[config.mk]
export PLATFORM = sky130hd
export DESIGN_NAME = player_ctrl
export DESIGN_NICKNAME = d
export VERILOG_FILES = /design/src/rtl/game_pkg.sv /design/src/rtl/tick_div.sv /design/src/rtl/player_ctrl.sv
export SDC_FILE = /design/constraint.sdc
export NUM_CORES = 1
export LEC_CHECK = 0
export CORE_ASPECT_RATIO = 1.2
export CORE_MARGIN = 3
export CORE_UTILIZATION = 35
export CTS_CLUSTER_DIAMETER = 100
export DETAILED_ROUTE_END_ITERATION = 7
export PLACE_DENSITY = 0.53
export SYNTH_ARGS = -nofsm -noshare
export SYNTH_HDL_FRONTEND = slang
export SYNTH_SLANG_ARGS = --single-unit
[constraint.sdc]
create_clock -name clk -period 3.4 [get_ports clk]
set_clock_uncertainty 0.1 [all_clocks]
set_input_delay 0.68 -clock clk [delete_from_list [all_inputs] [get_ports clk]]
set_output_delay 0.68 -clock clk [all_outputs]
set_load 0.005 [all_outputs]
[src/rtl/game_pkg.sv]
// Shared game constants and state encoding for the player
// controller and the sprite renderer.
package game_pkg;

    typedef enum logic [1:0] {
        ST_INIT = 2'd0,
        ST_GAME = 2'd1,
        ST_WAIT = 2'd2,
        ST_OVER = 2'd3
    } state_t;

    localparam int SCREEN_W  = 640;
    localparam int SCREEN_H  = 480;
    localparam int SPRITE_W  = 32;
    localparam int SPRITE_Y0 = 448;

endpackage

[src/rtl/tick_div.sv]
// Free-running divider: one-cycle tick at count DIV-1, then wraps.
// clr forces the count to zero and takes priority over en.
module tick_div #(
    parameter int DIV = 4
) (
    input  logic clk,
    input  logic reset,
    input  logic clr,
    input  logic en,
    output logic tick
);

    localparam int W = (DIV > 1) ? $clog2(DIV) : 1;
    localparam logic [W-1:0] LAST = W'(DIV - 1);

    logic [W-1:0] cnt;

    assign tick = en && (cnt == LAST);

    // Count while enabled, wrap at terminal count, clear on request.
    always_ff @(posedge clk) begin
        if (reset || clr) begin
            cnt <= '0;
        end else if (en) begin
            if (cnt == LAST) begin
                cnt <= '0;
            end else begin
                cnt <= cnt + W'(1);
            end
        end
    end

endmodule

[src/rtl/player_ctrl.sv]
// Game-sequencing controller: game state, sprite x position,
// mouth animation phase and lives, all registered.
module player_ctrl
    import game_pkg::*;
#(
    parameter int MOVE_DIV    = 250000,
    parameter int STEP        = 4,
    parameter int X_MAX       = 608,
    parameter int X_HOME      = 304,
    parameter int ANIM_DIV    = 5000000,
    parameter int WAIT_CYCLES = 50000000,
    parameter int LIVES       = 3
) (
    input  logic       clk,
    input  logic       reset,
    input  logic       btn_left,
    input  logic       btn_right,
    input  logic       btn_start,
    input  logic       hit,
    output logic [9:0] position_x,
    output logic [1:0] state,
    output logic       mouth_open,
    output logic [1:0] lives,
    output logic       game_over
);

    localparam logic [10:0] STEP11 = 11'(STEP);
    localparam logic [9:0]  STEP10 = 10'(STEP);
    localparam logic [10:0] XMAX11 = 11'(X_MAX);
    localparam logic [9:0]  XMAX10 = 10'(X_MAX);
    localparam logic [9:0]  HOME10 = 10'(X_HOME);
    localparam logic [1:0]  LIVES2 = 2'(LIVES);

    state_t      st;
    logic        start_q;
    logic        start_rise;
    logic        in_game;
    logic        in_wait;
    logic        move_tick;
    logic        anim_tick;
    logic        wait_tick;
    logic [10:0] pos_ext;
    logic [10:0] pos_inc;
    logic [9:0]  pos_left;
    logic [9:0]  pos_right;

    assign start_rise = btn_start && !start_q;
    assign in_game    = (st == ST_GAME);
    assign in_wait    = (st == ST_WAIT);
    assign state      = st;
    assign game_over  = (st == ST_OVER);

    // Saturating moves computed at 11 bits so nothing wraps.
    assign pos_ext   = {1'b0, position_x};
    assign pos_inc   = pos_ext + STEP11;
    assign pos_left  = (pos_ext >= STEP11) ? (position_x - STEP10) : 10'd0;
    assign pos_right = (pos_inc > XMAX11) ? XMAX10 : pos_inc[9:0];

    tick_div #(.DIV(MOVE_DIV)) u_move (
        .clk   (clk),
        .reset (reset),
        .clr   (!in_game),
        .en    (in_game),
        .tick  (move_tick)
    );

    tick_div #(.DIV(ANIM_DIV)) u_anim (
        .clk   (clk),
        .reset (reset),
        .clr   (!in_game),
        .en    (in_game),
        .tick  (anim_tick)
    );

    tick_div #(.DIV(WAIT_CYCLES)) u_wait (
        .clk   (clk),
        .reset (reset),
        .clr   (!in_wait),
        .en    (in_wait),
        .tick  (wait_tick)
    );

    // Game FSM with registered position, animation and lives.
    always_ff @(posedge clk) begin
        if (reset) begin
            st         <= ST_INIT;
            start_q    <= 1'b1;
            position_x <= HOME10;
            mouth_open <= 1'b1;
            lives      <= LIVES2;
        end else begin
            start_q <= btn_start;
            case (st)
                ST_INIT: begin
                    mouth_open <= 1'b1;
                    if (start_rise) begin
                        st         <= ST_GAME;
                        lives      <= LIVES2;
                        position_x <= HOME10;
                    end
                end
                ST_GAME: begin
                    if (hit) begin
                        if (lives > 2'd1) begin
                            lives      <= lives - 2'd1;
                            mouth_open <= 1'b1;
                            st         <= ST_WAIT;
                        end else begin
                            lives <= 2'd0;
                            st    <= ST_OVER;
                        end
                    end else begin
                        if (move_tick && btn_left && !btn_right) begin
                            position_x <= pos_left;
                        end else if (move_tick && btn_right && !btn_left) begin
                            position_x <= pos_right;
                        end
                        if (anim_tick) begin
                            mouth_open <= !mouth_open;
                        end
                    end
                end
                ST_WAIT: begin
                    mouth_open <= 1'b1;
                    if (wait_tick) begin
                        st         <= ST_GAME;
                        position_x <= HOME10;
                    end
                end
                ST_OVER: begin
                    if (start_rise) begin
                        st         <= ST_INIT;
                        position_x <= HOME10;
                        mouth_open <= 1'b1;
                        lives      <= LIVES2;
                    end
                end
                default: begin
                    st <= ST_INIT;
                end
            endcase
        end
    end

endmodule

After elaboration in Yosys (flattened, before gate mapping)
Index checks and enable logic that the tools add are counted.
{ "totals": {"reg_bits": 83, "in_bits": 6} }
{ "classes": {"add_sub_neg": 6, "n_lt_le_gt_ge": 3, "eq_ne": 15, "n_mux": 26, "reduce_logical": 24} }
{ "ops": {"columns": ["cell", "count"], "rows": [
  ["$mux 10", 7],
  ["$pmux 10 s3", 1],
  ["$add 26x1->26 const B", 1],
  ["$eq 26x26->1 const B", 1],
  ["$mux 26", 1],
  ["$add 23x1->23 const B", 1],
  ["$eq 23x23->1 const B", 1],
  ["$mux 23", 1],
  ["$add 18x1->18 const B", 1],
  ["$eq 18x18->1 const B", 1],
  ["$mux 18", 1],
  ["$mux 2", 7],
  ["$add 10x3->11 const B", 1],
  ["$gt 11x10->1 const B", 1],
  ["$ge 10x3->1 const B", 1],
  ["$sub 10x3->10 const B", 1],
  ["$logic_and 1x1->1", 8],
  ["$pmux 2 s4", 1],
  ["$reduce_and 4->1", 2],
  ["$logic_not 1->1", 6],
  ["$ne 2x1->1 const B", 3],
  ["$ne 2x2->1 const B", 3],
  ["$ne 3x2->1 const B", 2],
  ["$reduce_and 3->1", 2],
  ["12 further kinds", 19]
]} }

Logic depth before layout (Yosys ltp)
Gate-level depths: netlist of the first run.
{ "depth": {"ltp_word": 8, "mapped_depth": 10, "depth_no_buf": 9} }

Hierarchy
A second synthesis of the first run with hierarchy kept.
{ "unflattened": {"hier_cells": 561, "area_unflattened_um2": 4683.2} }
{ "modules_own_cells": {"columns": ["module", "n_inst", "cells_per_inst", "area_each_um2", "seq_area_each_um2"], "rows": [
  ["tick_div at u_wait", 1, 161, 1338.8, 520.5],
  ["player_ctrl", 1, 166, 1296.2, 280.3],
  ["tick_div at u_anim", 1, 132, 1133.6, 460.4],
  ["tick_div at u_move", 1, 102, 914.6, 360.3]
]} }

Least setup slack after synthesis of the first run
No wires, ideal clock.
{ "synth_timing": {"path_type": "reg-to-reg", "from": "register u_move.cnt[0]", "to": "register position_x[5]", "setup_ps": 122, "t_arrival_ps": 2267, "required_time_ps": 3178, "slack_ps": 912, "stages_incl_launch_ff": 9, "cell_sequence": "dfxtp_1 -> ha_1 -> nand3_2 -> or4_4 -> or3_1 -> clkbuf_2 -> or3_1 -> a311oi_1 -> nor2_1"} }
{ "synth_between": {"elab_chain_cells": 7} }
{ "synth_rtl": {"columns": ["element", "line", "rtl"], "rows": [
  ["start: declaration", "tick_div.sv:16", "logic [W-1:0] cnt;"],
  ["start signal: assignment", "tick_div.sv:28", "cnt <= cnt + W'(1);"],
  ["$eq 18x18->1 *", "tick_div.sv:18", "assign tick = en && (cnt == LAST);"],
  ["$logic_and 1x1->1 *", "tick_div.sv:18", null],
  ["$logic_and 1x1->1 (2 in a row)", "player_ctrl.sv:113", "if (move_tick && btn_left && !btn_right) begin"],
  ["$mux 10", "player_ctrl.sv:113", null],
  ["$mux 10", "player_ctrl.sv:103", "if (hit) begin"],
  ["$pmux 10 s3", "player_ctrl.sv:93", "case (st)"],
  ["end signal: assignment", "player_ctrl.sv:114", "position_x <= pos_left;"],
  ["end signal: assignment", "player_ctrl.sv:116", "position_x <= pos_right;"],
  ["end: declaration", "player_ctrl.sv:20", "output logic [9:0] position_x,"]
]} }
Mark *: on every way between the ends. The rest lies on a longest branch, timed or not. The select of a mux whose other input is x is not followed.
A chain may end at the register's enable or synchronous reset.

Worst setup path after layout of the first run
{ "layout_timing": {"from": "register u_move.cnt[0]", "to": "register position_x[7]"} }
Same word-level chain as after synthesis.

==> out/results.ini, run 1 <==
[critical_path]
required_ns=3.58
critical_path.endpoint=position_x[7]
launching_element_type_of_the_critical_path=flop
reg2reg_from=u_move.cnt[0]
reg2reg_setup_slack_ns=0.63
criticalPathCategory=flop to flop
critical_path.endpoint_type=flop
crit_path_max_fanout=6
crit_path_from=u_move.cnt[0]
cpLargestDelayFamily=simple AND/OR/NAND/NOR gates
cp.arrival_ns=2.95
crit_path_top_delay_cell=sky130_fd_sc_hd__nor3_1
critical_path_buf_inv_count=0
cp_num_cells=7
crit_path_cell_trace=ha_1, nand3_2, or4_4, nor3_1, o21bai_1, o311ai_1, o21a_1
endpoint_of_the_lowest_slack_register_to_register_path=position_x[7]
cpPeakStageDelay_ns=0.59
reg2reg_depth=7

[logic_synthesis]
post_synth_instance_area_um2=4050
synth_cells=498
fraction_of_the_mapped_netlist_area_in_adder_cells_pct=3.09
synth.area.mux_share_pct=0.495
edff_count_synth=0
postSynth.asyncResetShare_pct=0
yosys_register_bits=81
yosys.cell_types.count=52
syn-mean-instance-area_um2=8.12
yosysSeqAreaShare_pct=40.1
yosysWarningCount=0
synth_flop_cell=sky130_fd_sc_hd__dfxtp_1
post_synthesis_simple_gate_area_fraction_pct=30.8
synthXorXnorAreaFrac_pct=12.3
synth_area_in_compound_gates_pct=9.25
main_combinational_cell_family_by_area_after_synthesis=simple AND/OR/NAND/NOR gates

[detailed_routing]
drc_errors=0
drt-pass1-iter-count=4
route.antenna.remaining_nets=0
first_iter_violations=109
num_vias=3340
viasPerCell=4.99
drt-wirelength-per-cell_um=12.6
routed_wirelength_um=8450

[clocking]
cell_at_the_root_of_the_clock_tree=sky130_fd_sc_hd__clkbuf_16
ctsHoldBuffers=0
insertion_delay_ns=0.33
cts_resized=0
cts.clk_slew.worst_paths_ns=0.06
number_of_buffers_on_the_longest_clock_path=2
cts_num_sinks=81
cts_tree=built
cts_made_buffers=9
cts.htree.levels=3
post_cts.repair.setup_buffers=0

[global_route]
pin_count_of_the_biggest_net_entering_global_routing=24
grtUsageTotal_pct=14.0
global_route_wire_length_before_repair_um=14800
first_global_vias=3236
antenna_found_initial=0
remaining_overflow_grt=0

[timing]
finalWorstPathRequiredPeriod_ns=2.77
min_period_over_period_pct=81.6
final.setup.tns_ns=0
final-hold-violation-count=0
finalMaxSlewViolations=0
final_number_of_setup_violating_endpoints=0
clock.fmax_mhz=361
timing.max_slew.rel_slack_pct=54.6
worst_hold_slack_ns=0.346
rsz0062_at_grt=false
tightest_slew_ns=0.675
post-route-worst-setup-slack_ns=0.627

[floorplan]
rows=42
core_um2=11100
io-pin-count=22
die_area_um2=12900
floorplan.initialDensity_pct=36.3
die_y_um=124
die-width_um=104

[finish]
antenna-diode-count=0
post_route_cells_drive_above_1_share_pct=5.23
design_area_um2=4690
most-common-layout-cells=sky130_fd_sc_hd__nor2_1 (90), sky130_fd_sc_hd__dfxtp_1 (81), sky130_fd_sc_hd__nand2_1 (40)
area_delta_synth_final_pct=16.1
layout.core_utilization_pct=42.1
instances_no_fill=670
final_net_count=527
layout_commonest_cell=sky130_fd_sc_hd__nor2_1

[placement]
place_ws_ns=0.605
gp_congestion=0.840
hpwlAfterDp_um=6070
placed_cells=654
portBuffers=19
placedInstanceArea_um2=4370

[pwr]
leakage_nw=1.49
p_per_area_nw_per_um2=496
ir_drop_v=0.000226
design_power_total_mw=2.33

[hold_path]
hp-class=flop to flop

[flow_run]
max_cap_viol_count=0

[run_status]
status=complete, no violations

[final cells by class]
cell class / instances / area, um2
clock inverter: 2 / 60.1
timing repair buffer: 23 / 220
clock buffer: 14 / 264
multi-input combinational: 379 / 2270
fill: 1151 / 6450
sequential: 81 / 1620
tap: 154 / 193
inverter: 17 / 63.8
[routing by layer]
layer	share of wire, %	track usage, %	up-vias
met2	48	23.8	51
met4	2.3	7.40	0
li1	-	-	1724
met3	2.5	2.90	18
met5	0	0	-
met1	47	16.8	1547
[cell families after synthesis]
kind of cell | Yosys count
compound gates | 56
buf+inv | 39
mux | 2
simple gates | 252
xor+xnor | 57
fa+ha+maj | 10
other cells | 1
flops | 81
[worst min-delay path by stage]
stage          depth (start not counted)           from            end  slack (ns)
3_3_place_gp                           1  u_move.cnt[0]  u_move.cnt[0]        0.33
2_1_floorplan                          1  u_move.cnt[0]  u_move.cnt[0]        0.32
3_5_place_dp                           1  u_move.cnt[0]  u_move.cnt[0]        0.34
4_1_cts                                1  u_move.cnt[0]  u_move.cnt[0]        0.35
5_1_grt                                1  u_move.cnt[0]  u_move.cnt[0]        0.37
6_report                               1  u_move.cnt[0]  u_move.cnt[0]        0.35
[power by group]
| group | internal (mW) | total (mW) | switching, mW |
|---|---|---|---|
| Combinational | 0.110 | 0.281 | 0.171 |
| Clock | 0.684 | 1.05 | 0.365 |
| Sequential | 0.971 | 0.996 | 0.0251 |
[worst register-to-register path, stage by stage (launching register included)]
cell	delay (ns)
sky130_fd_sc_hd__dfxtp_1	0.35
sky130_fd_sc_hd__ha_1	0.26
sky130_fd_sc_hd__nand3_2	0.11
sky130_fd_sc_hd__or4_4	0.52
sky130_fd_sc_hd__nor3_1	0.59
sky130_fd_sc_hd__o21bai_1	0.26
sky130_fd_sc_hd__o311ai_1	0.36
sky130_fd_sc_hd__o21a_1	0.17
[Yosys cell counts, drive strengths merged, types with 3 or more instances]
master | number | area share [%]
nor2 | 90 | 8.4
dfxtp | 81 | 40
nand2 | 40 | 3.7
xor2 | 34 | 7.4
nand3 | 29 | 3.7
xnor2 | 23 | 5.0
clkbuf | 20 | 1.9
nand4 | 18 | 2.8
inv | 17 | 1.6
o21ai | 15 | 1.9
nor3 | 14 | 1.7
a21oi | 13 | 1.6
or3 | 13 | 2.0
ha | 10 | 3.1
nand2b | 10 | 1.5
and3 | 8 | 1.2
and4 | 4 | 0.87
nor2b | 4 | 0.62
nor4 | 4 | 0.62
nor4b | 4 | 0.87
or2 | 4 | 0.62
a211oi | 3 | 0.56
a311oi | 3 | 0.80
a31oi | 3 | 0.46
o21a | 3 | 0.56
o21bai | 3 | 0.56
[state kept, by name, summed over array words and instances, names as in the netlist]
register,flops
u_wait.cnt,26
u_anim.cnt,23
u_move.cnt,18
position_x,8
lives,2
state,2
mouth_open,1
start_q,1
No activity file was read; power rests on OpenSTA's default activity.
==> run 2: changes to the inputs <==
--- a/config.mk
+++ b/config.mk
@@ -10,7 +10,7 @@
 export CORE_UTILIZATION = 35
 export CTS_CLUSTER_DIAMETER = 100
 export DETAILED_ROUTE_END_ITERATION = 7
-export PLACE_DENSITY = 0.53
+export PLACE_DENSITY = 0.55
 export SYNTH_ARGS = -nofsm -noshare
 export SYNTH_HDL_FRONTEND = slang
 export SYNTH_SLANG_ARGS = --single-unit
==> constraint.sdc (replaced) <==
create_clock -name clk -period 2.4 [get_ports clk]
set_clock_uncertainty 0.1 [all_clocks]
set_input_delay 0.48 -clock clk [delete_from_list [all_inputs] [get_ports clk]]
set_output_delay 0.48 -clock clk [all_outputs]
set_load 0.005 [all_outputs]
==> run 2 against run 1 <==
Clock-buffer cell count is 2 lower. Worst hold slack improved by 0.0059 ns. Global-route usage up 0.76 points. Maximum frequency grew 19%. Worst setup slack worse by 0.55 ns. Sequential share of layout area shrank 1.9 points. Utilization rose by 2.6 points. Die area did not move. Critical endpoint is now position_x[5]. Critical path depth is the same. Largest power group is now registers. Highest routed layer unchanged. Cell area grew 6.1%.
==> out/results.ini, run 2 (synthesized netlist as in run 1, its figures left out) <==
[pwr]
switching_share_pct=26.0  ; was 24.1%
leakage_nw=1.64  ; was 1.49 nW
comb_power_share_pct=14.9  ; was 12.1%
sw_power_mw=0.849  ; was 0.562 mW
power_frac_clock_pct=42.2  ; was 45.1%
internal-power_mw=2.42  ; was 1.76 mW
power.sequential.fraction_pct=42.9  ; was 42.8%
p_per_area_nw_per_um2=656  ; was 496 nW/um2
ir_drop_v=0.000333  ; was 0.000226 V

[detailed_routing]
num_vias=3492  ; was 3340
top_signal_layer_used=met4  ; unchanged
dr_wl_met3_um=276  ; was 209 um
drt-pass1-iter-count=4  ; unchanged
drc_errors=0  ; unchanged
wl_met1_um=4100  ; was 3990 um
routed_wirelength_um=8920  ; was 8450 um
drt-wirelength-per-cell_um=12.8  ; was 12.6 um
wl_met2_um=4400  ; was 4050 um
route.antenna.remaining_nets=0  ; unchanged
first_iter_violations=155  ; was 109
viasPerCell=5.00  ; was 4.99

[critical_path]
criticalPathCategory=flop to flop  ; unchanged
crit_path_from=u_move.cnt[0]  ; unchanged
crit_path_cell_trace=ha_4, nand3_2, or4_4, or3_4, or3_1, a311oi_2, nor2_1  ; was ha_1, nand3_2, or4_4, nor3_1, o21bai_1, o311ai_1, o21a_1
critical_path_buf_inv_count=0  ; unchanged
endpoint_of_the_lowest_slack_register_to_register_path=position_x[5]  ; was position_x[7]
critical_path.endpoint=position_x[5]  ; was position_x[7]
launching_element_type_of_the_critical_path=flop  ; unchanged
reg2reg_setup_slack_ns=0.08  ; was 0.63 ns
crit_path_max_fanout=4  ; was 6
cp.arrival_ns=2.45  ; was 2.95 ns
required_ns=2.52  ; was 3.58 ns
cpPeakStageDelay_ns=0.46  ; was 0.59 ns
crit_path_top_delay_cell=sky130_fd_sc_hd__or4_4  ; was sky130_fd_sc_hd__nor3_1
critical_path.endpoint_type=flop  ; unchanged
cp_num_cells=7  ; unchanged
cpLargestDelayFamily=simple AND/OR/NAND/NOR gates  ; unchanged
reg2reg_from=u_move.cnt[0]  ; unchanged
reg2reg_depth=7  ; unchanged

[global_route]
first_global_vias=3499  ; was 3236
grtUsageTotal_pct=14.8  ; was 14.0%
remaining_overflow_grt=0  ; unchanged
global_route_wire_length_before_repair_um=15600  ; was 14800 um
pin_count_of_the_biggest_net_entering_global_routing=24  ; unchanged
antenna_found_initial=0  ; unchanged

[timing]
final_number_of_setup_violating_endpoints=0  ; unchanged
final-hold-violation-count=0  ; unchanged
rsz0062_at_grt=false  ; unchanged
clock.fmax_mhz=430  ; was 361 MHz
finalMaxSlewViolations=0  ; unchanged
final.setup.tns_ns=0  ; unchanged
min_period_over_period_pct=96.8  ; was 81.6%
finalWorstPathRequiredPeriod_ns=2.32  ; was 2.77 ns

[finish]
post_route_cells_drive_above_1_share_pct=13.4  ; was 5.23%
antenna-diode-count=0  ; unchanged
layout_commonest_cell=sky130_fd_sc_hd__nor2_1  ; unchanged
layout.core_utilization_pct=44.7  ; was 42.1%
most-common-layout-cells=sky130_fd_sc_hd__nor2_1 (90), sky130_fd_sc_hd__dfxtp_1 (79), sky130_fd_sc_hd__nand2_1 (40)  ; was sky130_fd_sc_hd__nor2_1 (90), sky130_fd_sc_hd__dfxtp_1 (81), sky130_fd_sc_hd__nand2_1 (40)
area_delta_synth_final_pct=23.1  ; was 16.1%
registers.top_by_ff_count=u_wait.cnt  ; unchanged
number_of_flip_flops_under_the_largest_register_name=26  ; unchanged
final_net_count=556  ; was 527
reg.largest.list=u_wait.cnt: 26 flops, u_anim.cnt: 23 flops, u_move.cnt: 18 flops  ; unchanged

[clocking]
cts_num_sinks=81  ; unchanged
cell_at_the_root_of_the_clock_tree=sky130_fd_sc_hd__clkbuf_16  ; unchanged
insertion_delay_ns=0.33  ; about the same
cts.htree.levels=3  ; unchanged
ctsHoldBuffers=0  ; unchanged
cts_tree=built  ; unchanged
cts.clk_slew.worst_paths_ns=0.06  ; about the same
number_of_buffers_on_the_longest_clock_path=2  ; unchanged
cts_made_buffers=9  ; unchanged

[floorplan]
die_area_um2=12900  ; unchanged
io-pin-count=22  ; unchanged
rows=42  ; unchanged
die_y_um=124  ; unchanged
floorplan.initialDensity_pct=36.3  ; unchanged
core_um2=11100  ; unchanged
die-width_um=104  ; unchanged

[hold_path]
hp-class=flop to flop  ; unchanged
holdCritStartpoint=u_move.cnt[0]  ; unchanged

[placement]
gp_congestion=0.845  ; was 0.840
portBuffers=19  ; unchanged
hpwlAfterDp_um=6540  ; was 6070 um

[run_status]
status=complete, no violations  ; unchanged

[flow_run]
max_cap_viol_count=0  ; unchanged

run 2: worst min-delay path by stage:
stage,endpoint,depth (start not counted)
floorplan,u_move.cnt[0],1
global placement,u_move.cnt[0],1
detailed placement,u_move.cnt[0],1
CTS,u_move.cnt[0],1
global route,u_move.cnt[0],1
finish,u_move.cnt[0],1
run 2: timing repair:
item | 4_1_cts | 5_1_grt
resized for setup | 0 | 16
buffers inserted | 0 | 2
setup endpoints to repair | 0 | 6
run 2: per-layer routing:
metal | global-route usage, % | vias up
li1 | - | 1791
met1 | 17.4 | 1650
met2 | 25.8 | 37
met3 | 3.73 | 14
met4 | 6.15 | 0
met5 | 0 | -
run 2: through the flow:
stage	worst slack, ns	hold slack, ns	instances	area (um2)	total power, mW
3_3_place_gp	0.102	0.330	681	4590	1.90
2_1_floorplan	0.00673	0.319	499	4050	1.71
3_5_place_dp	0.0566	0.335	681	4590	1.91
6_report	0.0764	0.352	699	4980	3.27
5_1_grt	0.0134	0.369	699	4980	3.43
4_1_cts	0.0404	0.352	697	4890	3.30
run 2: power by group through the flow:
stage / clock network [mW] / logic [mW] / registers, mW
after detailed placement: 0 / 0.480 / 1.43
after CTS: 1.42 / 0.486 / 1.40
after global routing: 1.48 / 0.555 / 1.40
after global placement: 0 / 0.473 / 1.43
final: 1.38 / 0.487 / 1.40
after floorplan: 0 / 0.282 / 1.43
run 2: layout make-up:
type	instances	area, um2
Timing Repair Buffer	52	450
Inverter	17	63.8
Tap cell	154	193
Fill cell	1117	6160
Multi-Input combinational cell	379	2350
Clock inverter	4	52.6
Sequential cell	81	1620
Clock buffer	12	246
